$ cat src/rtl/regfile_dump_reader.sv
// Debug/trace reader: sweeps the register file's asynchronous read port in index order
// and streams each captured word out over a valid/ready handshake.
module regfile_dump_reader #(
    parameter int NUM_REGS   = 32,
    parameter int FIRST_REG  = 0,
    parameter int ADDR_WIDTH = 6,
    parameter int DATA_WIDTH = 32
) (
    input  logic                  clock,
    input  logic                  reset,
    input  logic                  start,
    input  logic                  abort,
    output logic [ADDR_WIDTH-1:0] rf_addr,
    input  logic [DATA_WIDTH-1:0] rf_data,
    output logic                  out_valid,
    input  logic                  out_ready,
    output logic [DATA_WIDTH-1:0] out_data,
    output logic [ADDR_WIDTH-1:0] out_index,
    output logic                  busy,
    output logic                  done
);

    typedef enum logic [1:0] {
        S_IDLE,
        S_READ,
        S_SEND,
        S_DONE
    } state_t;

    localparam logic [ADDR_WIDTH-1:0] C_FIRST = ADDR_WIDTH'(FIRST_REG);
    localparam logic [ADDR_WIDTH-1:0] C_LAST  = ADDR_WIDTH'(NUM_REGS - 1);

    state_t                  r_state;
    logic [ADDR_WIDTH-1:0]   r_rf_addr;
    logic                    r_out_valid;
    logic [DATA_WIDTH-1:0]   r_out_data;
    logic [ADDR_WIDTH-1:0]   r_out_index;
    logic                    r_busy;
    logic                    r_done;

    assign rf_addr   = r_rf_addr;
    assign out_valid = r_out_valid;
    assign out_data  = r_out_data;
    assign out_index = r_out_index;
    assign busy      = r_busy;
    assign done      = r_done;

    // NOTE: every state register uses <= so all updates see the pre-edge values.
    always_ff @(posedge clock) begin
        if (reset) begin
            r_state     <= S_IDLE;
            r_rf_addr   <= C_FIRST;
            r_out_valid <= 1'b0;
            r_out_data  <= '0;
            r_out_index <= '0;
            r_busy      <= 1'b0;
            r_done      <= 1'b0;
        end else begin
            r_done <= 1'b0;
            case (r_state)
                S_IDLE: begin
                    if (start && !abort) begin
                        r_state   <= S_READ;
                        r_rf_addr <= C_FIRST;
                        r_busy    <= 1'b1;
                    end
                end
                S_READ: begin
                    if (abort) begin
                        r_state     <= S_IDLE;
                        r_out_valid <= 1'b0;
                        r_rf_addr   <= C_FIRST;
                        r_busy      <= 1'b0;
                    end else begin
                        // rf_data is combinational from the registered address, stable all cycle.
                        r_out_data  <= rf_data;
                        r_out_index <= r_rf_addr;
                        r_out_valid <= 1'b1;
                        r_state     <= S_SEND;
                    end
                end
                S_SEND: begin
                    if (abort) begin
                        r_state     <= S_IDLE;
                        r_out_valid <= 1'b0;
                        r_rf_addr   <= C_FIRST;
                        r_busy      <= 1'b0;
                    end else if (out_ready) begin
                        r_out_valid <= 1'b0;
                        if (r_out_index == C_LAST) begin
                            r_state <= S_DONE;
                            r_busy  <= 1'b0;
                            r_done  <= 1'b1;
                        end else begin
                            r_rf_addr <= r_rf_addr + ADDR_WIDTH'(1);
                            r_state   <= S_READ;
                        end
                    end
                end
                S_DONE: begin
                    r_rf_addr <= C_FIRST;
                    r_state   <= S_IDLE;
                end
                default: r_state <= S_IDLE;
            endcase
        end
    end

endmodule

$ cat config.mk
export PLATFORM = sky130hd
export DESIGN_NAME = regfile_dump_reader
export DESIGN_NICKNAME = d
export VERILOG_FILES = /design/src/rtl/regfile_dump_reader.sv
export SDC_FILE = /design/constraint.sdc
export NUM_CORES = 1
export LEC_CHECK = 0
export CAP_MARGIN = 20
export CORE_ASPECT_RATIO = 0.7
export CORE_MARGIN = 3
export CORE_UTILIZATION = 47
export CTS_BUF_LIST = sky130_fd_sc_hd__clkbuf_4 sky130_fd_sc_hd__clkbuf_8
export DETAILED_ROUTE_END_ITERATION = 10
export GPL_TIMING_DRIVEN = 0
export PLACE_DENSITY = 0.95
export SYNTH_ARGS = -nofsm -noshare
export SYNTH_HDL_FRONTEND = slang
export SYNTH_SLANG_ARGS = --single-unit
$ cat constraint.sdc
create_clock -name clock -period 3 [get_ports clock]
set_clock_uncertainty 0.05 [all_clocks]
set_input_delay 0.6 -clock clock [delete_from_list [all_inputs] [get_ports clock]]
set_output_delay 0.6 -clock clock [all_outputs]
set_load 0.01 [all_outputs]
# --- Yosys cells after proc, flatten, opt, wreduce, memory -nomap -nowiden ---
# Cells that the tools add are included.
classes:
  n_addsub: 1
  n_bitwise: 3
  n_eq_ne: 9
  reduce_logical: 11
  muxes: 23
op_table:
  columns: ["operator", "count"]
  rows:
  - ["2-to-1 mux 6 bit", 5]
  - ["case mux 6 bit (4 select lines)", 1]
  - ["2-to-1 mux 2 bit", 5]
  - ["2-to-1 mux 1 bit", 9]
  - ["!= test 3 bit, second input constant", 3]
  - ["case mux 2 bit (4 select lines)", 1]
  - ["adder 6 x 1 -> 6 bit, second input constant", 1]
  - ["equality test 6 x 5 -> 1 bit, second input constant", 1]
  - ["AND reduction 2 bit", 3]
  - ["AND reduction 5 bit", 1]
  - ["equality test 2 bit, second input constant", 2]
  - ["!= test 2 bit, second input constant", 2]
  - ["AND reduction 4 bit", 1]
  - ["OR reduction 4 bit", 1]
  - ["inverter 1 bit", 3]
  - ["case mux 1 bit (3 select lines)", 1]
  - ["nonzero test 3 bit", 1]
  - ["equality test 2 x 1 -> 1 bit, second input constant", 1]
  - ["logical NOT 2 bit", 1]
  - ["case mux 1 bit (2 select lines)", 1]
  - ["nonzero test 2 bit", 1]
  - ["logical AND 1 bit", 1]
  - ["logical NOT 1 bit", 1]
totals:
  input_bits: 37
  reg_bits: 49
  out_inout_bits: 47

# --- Logic depth before layout (Yosys ltp) ---
# Gate-level depths: netlist of run 1.
logic_depth:
  ltp_word: 5
  mapped_depth: 7

# --- Worst setup path after synthesis of run 1 ---
# OpenSTA, ideal clock, no wires.
synth_path:
  path_kind: "input port to flip-flop"
  start: "input abort"
  end: "register r_state[1]"
  slack_ns: 1.345
  t_arrival_ns: 1.546
  t_required_ns: 2.891
  setup_ns: 0.059
  stages: 4
  n_path_buf: 0
  cell_sequence: "nand2b_4 -> or3_4 -> a2111oi_2 -> a31o_1"
synth_via:
  elab_chain_len: 4
  word_cells_on_any_way: 8
synth_lines:
  columns: ["item", "line_no", "source"]
  rows:
  - ["start, declared", "12", "input logic abort,"]
  - ["logical NOT 1 bit", "62", "if (start && !abort) begin"]
  - ["logical AND 1 bit", "62", null]
  - ["!= test 2 bit (no line)", null, null]
  - ["AND reduction 2 bit (no line)", null, null]
  - ["end signal, assigned", "63", "r_state <= S_READ;"]
  - ["end signal, assigned", "70", "r_state <= S_IDLE;"]
  - ["end signal, assigned", "79", "r_state <= S_SEND;"]
  - ["end, declared", "33", "state_t r_state;"]
# Several ways; a longest one is shown, not always the timed one.
# A chain may end at the register's enable or synchronous reset.

# --- Final worst setup path of run 1 ---
layout_path:
  start: "input abort"
  end: "register r_rf_addr[3], in the netlist rf_addr[3]"
layout_via:
  elab_chain_len: 4
  word_cells_on_any_way: 9
layout_lines:
  columns: ["item", "line_no", "source"]
  rows:
  - ["logical NOT 1 bit", "62", null]
  - ["logical AND 1 bit", "62", null]
  - ["!= test 2 bit (no line)", null, null]
  - ["AND reduction 4 bit (no line)", null, null]
  - ["end signal, assigned", "95", "r_rf_addr <= r_rf_addr + ADDR_WIDTH'(1);"]
  - ["end, declared", "34", "logic [ADDR_WIDTH-1:0] r_rf_addr;"]
# Several ways; a longest one is shown, not always the timed one.

==> results of run 1 <==
## placed cells by master, fill, tap and decap left out, drive strengths merged
cell type      synthesis  layout
clkdlybuf4s50          0      83
nand2                 79      79
dfxtp                 49      49
a21oi                 39      39
clkbuf                 7      13
nor2                   6       6
buf                    6       6
ha                     6       6
nand2b                 6       6
inv                    4       4
a31oi                  3       3
nand4                  3       3
and2b                  2       2
nand3                  2       2
nor2b                  2       2
a32o                   2       2
a22o                   2       2
o21ai                  2       2
clkinv                 0       2
o21bai                 1       1
or3                    1       1
nor4b                  1       1
o2bb2ai                1       1
a2111oi                1       1
a31o                   1       1
and3                   1       1
o2111ai                1       1
a21bo                  1       1
nand4b                 1       1
a22oi                  1       1
a41o                   1       1
nor4                   1       1
a41oi                  1       1
mux2                   1       1
nor3                   1       1
a211oi                 1       1
## worst paths after layout
| check | from | endpoint | slack (ns) | depth (start not counted) |
|---|---|---|---|---|
| max reg2reg | r_state[0] | rf_addr[3] | 1.18 | 6 |
| min | out_data[7] | out_data[7] | 0.41 | 2 |
| min reg2reg | out_data[7] | out_data[7] | 0.41 | 2 |
| max | abort | rf_addr[3] | 0.99 | 5 |
## worst max-delay path, cell delays in order
cell,delay [ns]
clkdlybuf4s50_1,0.52
and2b_2,0.34
o21ai_2,0.11
nor4b_4,0.40
a32o_1,0.24
## cell type report
cell class,count,area (um2)
Multi-Input combinational cell,171,952
Tap cell,52,65.1
Inverter,4,15.0
Timing Repair Buffer,83,831
Clock inverter,2,13.8
Buffer,13,56.3
Fill cell,297,1020
Sequential cell,49,981
Clock buffer,6,82.6
## registers in the layout, indices dropped and copies added (netlist names)
register,cells
out_valid,1
busy,1
r_state,2
rf_addr,6
out_data,32
out_index,6
done,1
## layer usage
layer | GRT usage [%] | vias up | share of wire (%)
met3 | 7.19 | 6 | 8.8
met5 | 0 | - | 0
li1 | - | 987 | -
met4 | 3.67 | 0 | 1.0
met1 | 25.4 | 907 | 45
met2 | 34.5 | 73 | 45
## power breakdown
| part | switching, mW | internal, mW |
|---|---|---|
| Sequential | 0.0157 | 0.680 |
| Combinational | 0.122 | 0.131 |
| Clock | 0.215 | 0.187 |
## through the flow
stage | power (mW) | std cells | hold WS, ns | setup WS (ns)
after floorplan | 0.830 | 237 | 0.431 | 1.35
after global placement | 0.955 | 372 | 0.391 | 0.743
after detailed placement | 0.963 | 372 | 0.398 | 0.716
after CTS | 1.36 | 380 | 0.410 | 1.02
after global routing | 1.41 | 380 | 0.428 | 0.916
final | 1.35 | 380 | 0.409 | 0.989
## logic make-up (layout without fill, tap and decap cells)
kind of cell	Yosys count	in the layout	synth area share, %
buf+inv	17	108	3.56
fa+ha+maj	6	6	3.75
flops	49	49	48.9
simple gates	106	106	25.2
mux	1	1	0.562
compound gates	58	58	18.0
==> metrics.txt, run 1 <==
outcome=finished, final reports clean; CTS tree=built; CTS root buf=clkbuf_8; Synth Cell Area=0.00200 mm2; leading area contributor after synthesis=dfxtp_1; Worst slew margin=around two thirds; Top FF cell, synth=dfxtp_1; sequential element share of the synthesized area=between 40% and 50%; Post-synth EDFFs=0; synth top area cells=dfxtp_1 49%, nand2_1 15%, a21oi_1 9.7%, ha_1 3.7%, buf_2 1.5%; ANT cells=0; # Post-CTS Setup Buffers=0; DPL Wire Length=3960 um; endpoints failing setup=0; Area after DPL=between 0.002 and 0.003 mm2; first-pass GRT wire length=8270 um; post-layout net count=370; Clock Latency Late Sink=0.29 ns; Worst-path clk slew=around 0.09 ns; vias in the first global route=about 1,800; via/cell ratio=roughly 5.2; Lkg Pwr=1.08 nW; Net Count, Synth=280; initial antenna violation count=0; Worst Tran Pin Value=between 0.4 and 0.5 ns; CP startpoint kind=input pin; 1st-pass router iterations=5; All-Layer GR Usage=20.2%; CP Max Fanout=8; fin crit share=about 67%; Worst Setup Path Type=input pin to flip-flop; final estimated routing congestion in global placement=about 0.8; remaining antenna violation count=0; crit path DAT=2.20 ns; die height=between 60 and 70 um; clock tree sinks=49; Max Freq=just under 0.5 GHz; #FFs+latches synth=49; Post-synth top cells=79 x nand2_1, 49 x dfxtp_1, 39 x a21oi_1, 7 x clkbuf_1; Wirelength per Cell=about 14 um; setup TNS=0 ns; chip width=approximately 84 um; Core ar.=roughly 0.004 mm2; PwrDens=approximately 450 mW/mm2; Max Transition Viols Final=0; Worst Path Required=3.19 ns; Ys Warns=0; post-synth top area share=between 40% and 50%; gr ovfl total=0; worst hold path class=flip-flop to flip-flop; P&R area growth vs syn=49.5%; most numerous cell in the Yosys netlist=nand2_1; Routed WL=5170 um; Starting Density=roughly half; I/O Buffers=83; Tmin final=around 2 ns; RSZ-0062 raised after global routing=no; CTS Buf Count=5; die footprint=around 0.005 mm2; number of remaining DRC errors=0; Resize count post-CTS=0; Critical Path End Type=flip-flop; Max-Cap Viols=0; Syn Area/Cell=about 8.5 um2; distinct cell type count after synthesis=38; Fin. Hold Viols=0; number of buffers on the longest clock path=2; row count=19; via count=between 1,500 and 2,000; Ports=84; Max VDD drop=0.000417 V; Post-CTS Hold Buffers=0; 1st-iter DRT viols=between 100 and 150; post-layout instance area=between 0.002 and 0.003 mm2; fin util=between 70% and 80%; Mapped Cells=between 200 and 250; FFs w/ async S/R, synth=0%; ratio of cells with drive above 1 in the final layout=8.23%; largest net degree at the start of global routing=16; htree depth=2
Power figures use the tool's default switching activity.
==> run 2: changes to the inputs <==
--- a/config.mk
+++ b/config.mk
@@ -8,11 +8,11 @@
 export CAP_MARGIN = 20
 export CORE_ASPECT_RATIO = 0.7
 export CORE_MARGIN = 3
-export CORE_UTILIZATION = 47
+export CORE_UTILIZATION = 40
 export CTS_BUF_LIST = sky130_fd_sc_hd__clkbuf_4 sky130_fd_sc_hd__clkbuf_8
 export DETAILED_ROUTE_END_ITERATION = 10
 export GPL_TIMING_DRIVEN = 0
-export PLACE_DENSITY = 0.95
+export PLACE_DENSITY = 0.87
 export SYNTH_ARGS = -nofsm -noshare
 export SYNTH_HDL_FRONTEND = slang
 export SYNTH_SLANG_ARGS = --single-unit
==> constraint.sdc (replaced) <==
create_clock -name clock -period 1.7 [get_ports clock]
set_clock_uncertainty 0.05 [all_clocks]
set_input_delay 0.34 -clock clock [delete_from_list [all_inputs] [get_ports clock]]
set_output_delay 0.34 -clock clock [all_outputs]
set_load 0.01 [all_outputs]
==> run 2 against run 1 <==
Effect of this change: the run now ends with setup timing left; critical path depth is 1 higher; combinational power is 86% higher; first-iteration DRC count is 12% lower; cell area is 3.6% higher.
==> metrics.txt, run 2 (synthesis results as in run 1) <==
Worst slew margin=68.4% (+1.2 points); Clock Latency Late Sink=0.29 ns (about the same); endpoints failing setup=1 (+1); Routed WL=5340 um (+3.3%); ratio of cells with drive above 1 in the final layout=13.3% (+5.1 points); Lkg Pwr=1.12 nW (+4.0%); Core ar.=0.00458 mm2 (+14%); I/O Buffers=83 (unchanged); Wirelength per Cell=13.5 um (-0.89%); 1st-pass router iterations=4 (-1); Ports=84 (unchanged); Max Freq=around 0.59 GHz; Starting Density=43.8% (-6.1 points); R2R Setup Slk=-0.006 ns (-1.19 ns); Max VDD drop=0.000545 V (+31%); Worst Setup Path Type=flip-flop to flip-flop; largest net degree at the start of global routing=15 (-1); die height=65.2 um (+7.6%); number of remaining DRC errors=0 (unchanged); ANT cells=0 (unchanged); worst setup margin=-0.00627 ns (-0.995 ns); commonest non-fill, non-tap cell in the layout=clkdlybuf4s50_1; Critical Path End Type=flip-flop; FF-to-FF Start=r_state[0]; number of buffers on the longest clock path=2 (unchanged); RSZ-0062 raised after global routing=yes; crit path DAT=1.89 ns (-0.31 ns); CP Buf/Inv Count=1 (unchanged); gr ovfl total=0 (unchanged); Seq pwr share=47.9% (-3.6 points); Area after DPL=0.00292 mm2 (+0.60%); P_sw=620 uW (+76%); Fin. Hold Viols=0 (unchanged); CTS tree=built; htree depth=2 (unchanged); CP top delay family=compound AO/OA/AOI/OAI gates; remaining antenna violation count=0 (unchanged); switching share of power=24.2% (-1.9 points); CTS root buf=clkbuf_8; post-layout net count=372 (+0.54%); 1st-iter DRT viols=96 (-12%); first-pass GRT wire length=8640 um (+4.5%); Max Transition Viols Final=0 (unchanged); Hold Path Depth=2 (unchanged); HP Start=out_data[30]; PwrDens=826 mW/mm2 (+83%); All-Layer GR Usage=18.3% (-1.9 points); DPL Wire Length=3990 um (+0.62%); clock tree sinks=49 (unchanged); clock share of power=33.7% (+3.9 points); max reg flops=32 (unchanged); fin crit share=100%; Worst-path clk slew=0.09 ns (about the same); outcome=complete, but fails checks; Max-Cap Viols=0 (unchanged); FF-to-FF path depth=6 (unchanged); CTS Buf Count=5 (unchanged); commonest non-fill, non-tap cells in the layout=82 x clkdlybuf4s50_1, 78 x nand2_1, 42 x dfxtp_1; WHS Endpoint=out_data[30]; Comb pwr share=18.3% (-0.4 points); initial antenna violation count=0 (unchanged); Critical-path top delay cell=or3_4; CP Max Fanout=5 (-3); Worst Tran Pin Value=0.474 ns (-0.0174 ns); post-layout instance area=0.00311 mm2 (+3.6%); worst path cell trace=inv_2, ha_4, nand2b_4, or3_4, a2111oi_2, a31o_1; critical path startpoint=r_state[0]; Int Power=1.94 mW (+95%); R2R Path End=r_state[1]; via count=1,941 (-1.6%); worst hold path class=flip-flop to flip-flop; row count=20 (+1); Worst Path Required=1.89 ns (-1.30 ns); vias in the first global route=1,770 (-3.0%); total chip power=2.56 mW (+90%); Worst path max stage delay=0.43 ns (-0.09 ns); CP startpoint kind=flip-flop; via/cell ratio=4.90 (-5.6%); chip width=90.6 um (+7.8%); failing checks=setup timing; die footprint=0.00591 mm2 (+16%); Tmin final=~1.7 ns; P&R area growth vs syn=54.9%; final estimated routing congestion in global placement=0.846 (+7.2%)
run 2: layer usage:
metal	global-route usage (%)	wire (um)	part of all wire (%)	up-vias
met2	28.2	2390	45	63
li1	-	-	-	986
met3	6.86	440	8.2	6
met5	0	0	0	-
met4	6.11	46	0.86	0
met1	23.7	2470	46	886
run 2: worst max-delay path by stage:
stage | end | depth (start not counted)
final | r_state[1] | 6
after global routing | r_state[1] | 6
after CTS | r_state[1] | 6
after detailed placement | r_state[1] | 5
after global placement | r_state[1] | 5
after floorplan | r_state[1] | 6
run 2: cell type report:
| cell class | instances | area [um2] |
|---|---|---|
| buffer | 13 | 76.3 |
| clock buffer | 7 | 90.1 |
| clock inverter | 1 | 30.0 |
| fill | 408 | 1470 |
| inverter | 4 | 15.0 |
| multi-input combinational | 171 | 977 |
| sequential | 49 | 990 |
| tap | 66 | 82.6 |
| timing repair buffer | 85 | 845 |
run 2: power by group through the flow:
stage	clock network [mW]	registers, mW	logic (mW)
3_5_place_dp	0	1.26	0.448
4_1_cts	0.891	1.23	0.463
2_1_floorplan	0	1.28	0.188
3_3_place_gp	0	1.25	0.439
6_report	0.864	1.23	0.470
5_1_grt	0.938	1.24	0.515
run 2: tightest hold or removal path: cells and delay by family (launching register included):
family | cells | cell delay (ns)
and+or+nand+nor | 1 | 0.05
AOI/OAI and AO/OA | 1 | 0.05
DFF | 1 | 0.32
run 2: through the flow:
step                setup WS (ns)  util [%]  setup TNS, ns  hold slack, ns  instances
floorplan                  0.0616         -              0           0.426        237
global placement           -0.333      63.7         -10.68           0.391        386
detailed placement         -0.414      63.7         -12.31           0.398        386
CTS                       -0.0106      67.1        -0.0170           0.412        394
global route              -0.0578      67.8         -0.450           0.427        396
finish                   -0.00627      67.8       -0.00627           0.407        396
run 2: timing repair:
action                     4_1_cts  5_1_grt
pin swaps                        0        2
gates resized for setup         11       18
setup endpoints to repair       27       53
hold buffers                     0        0
setup buffers                    0        2
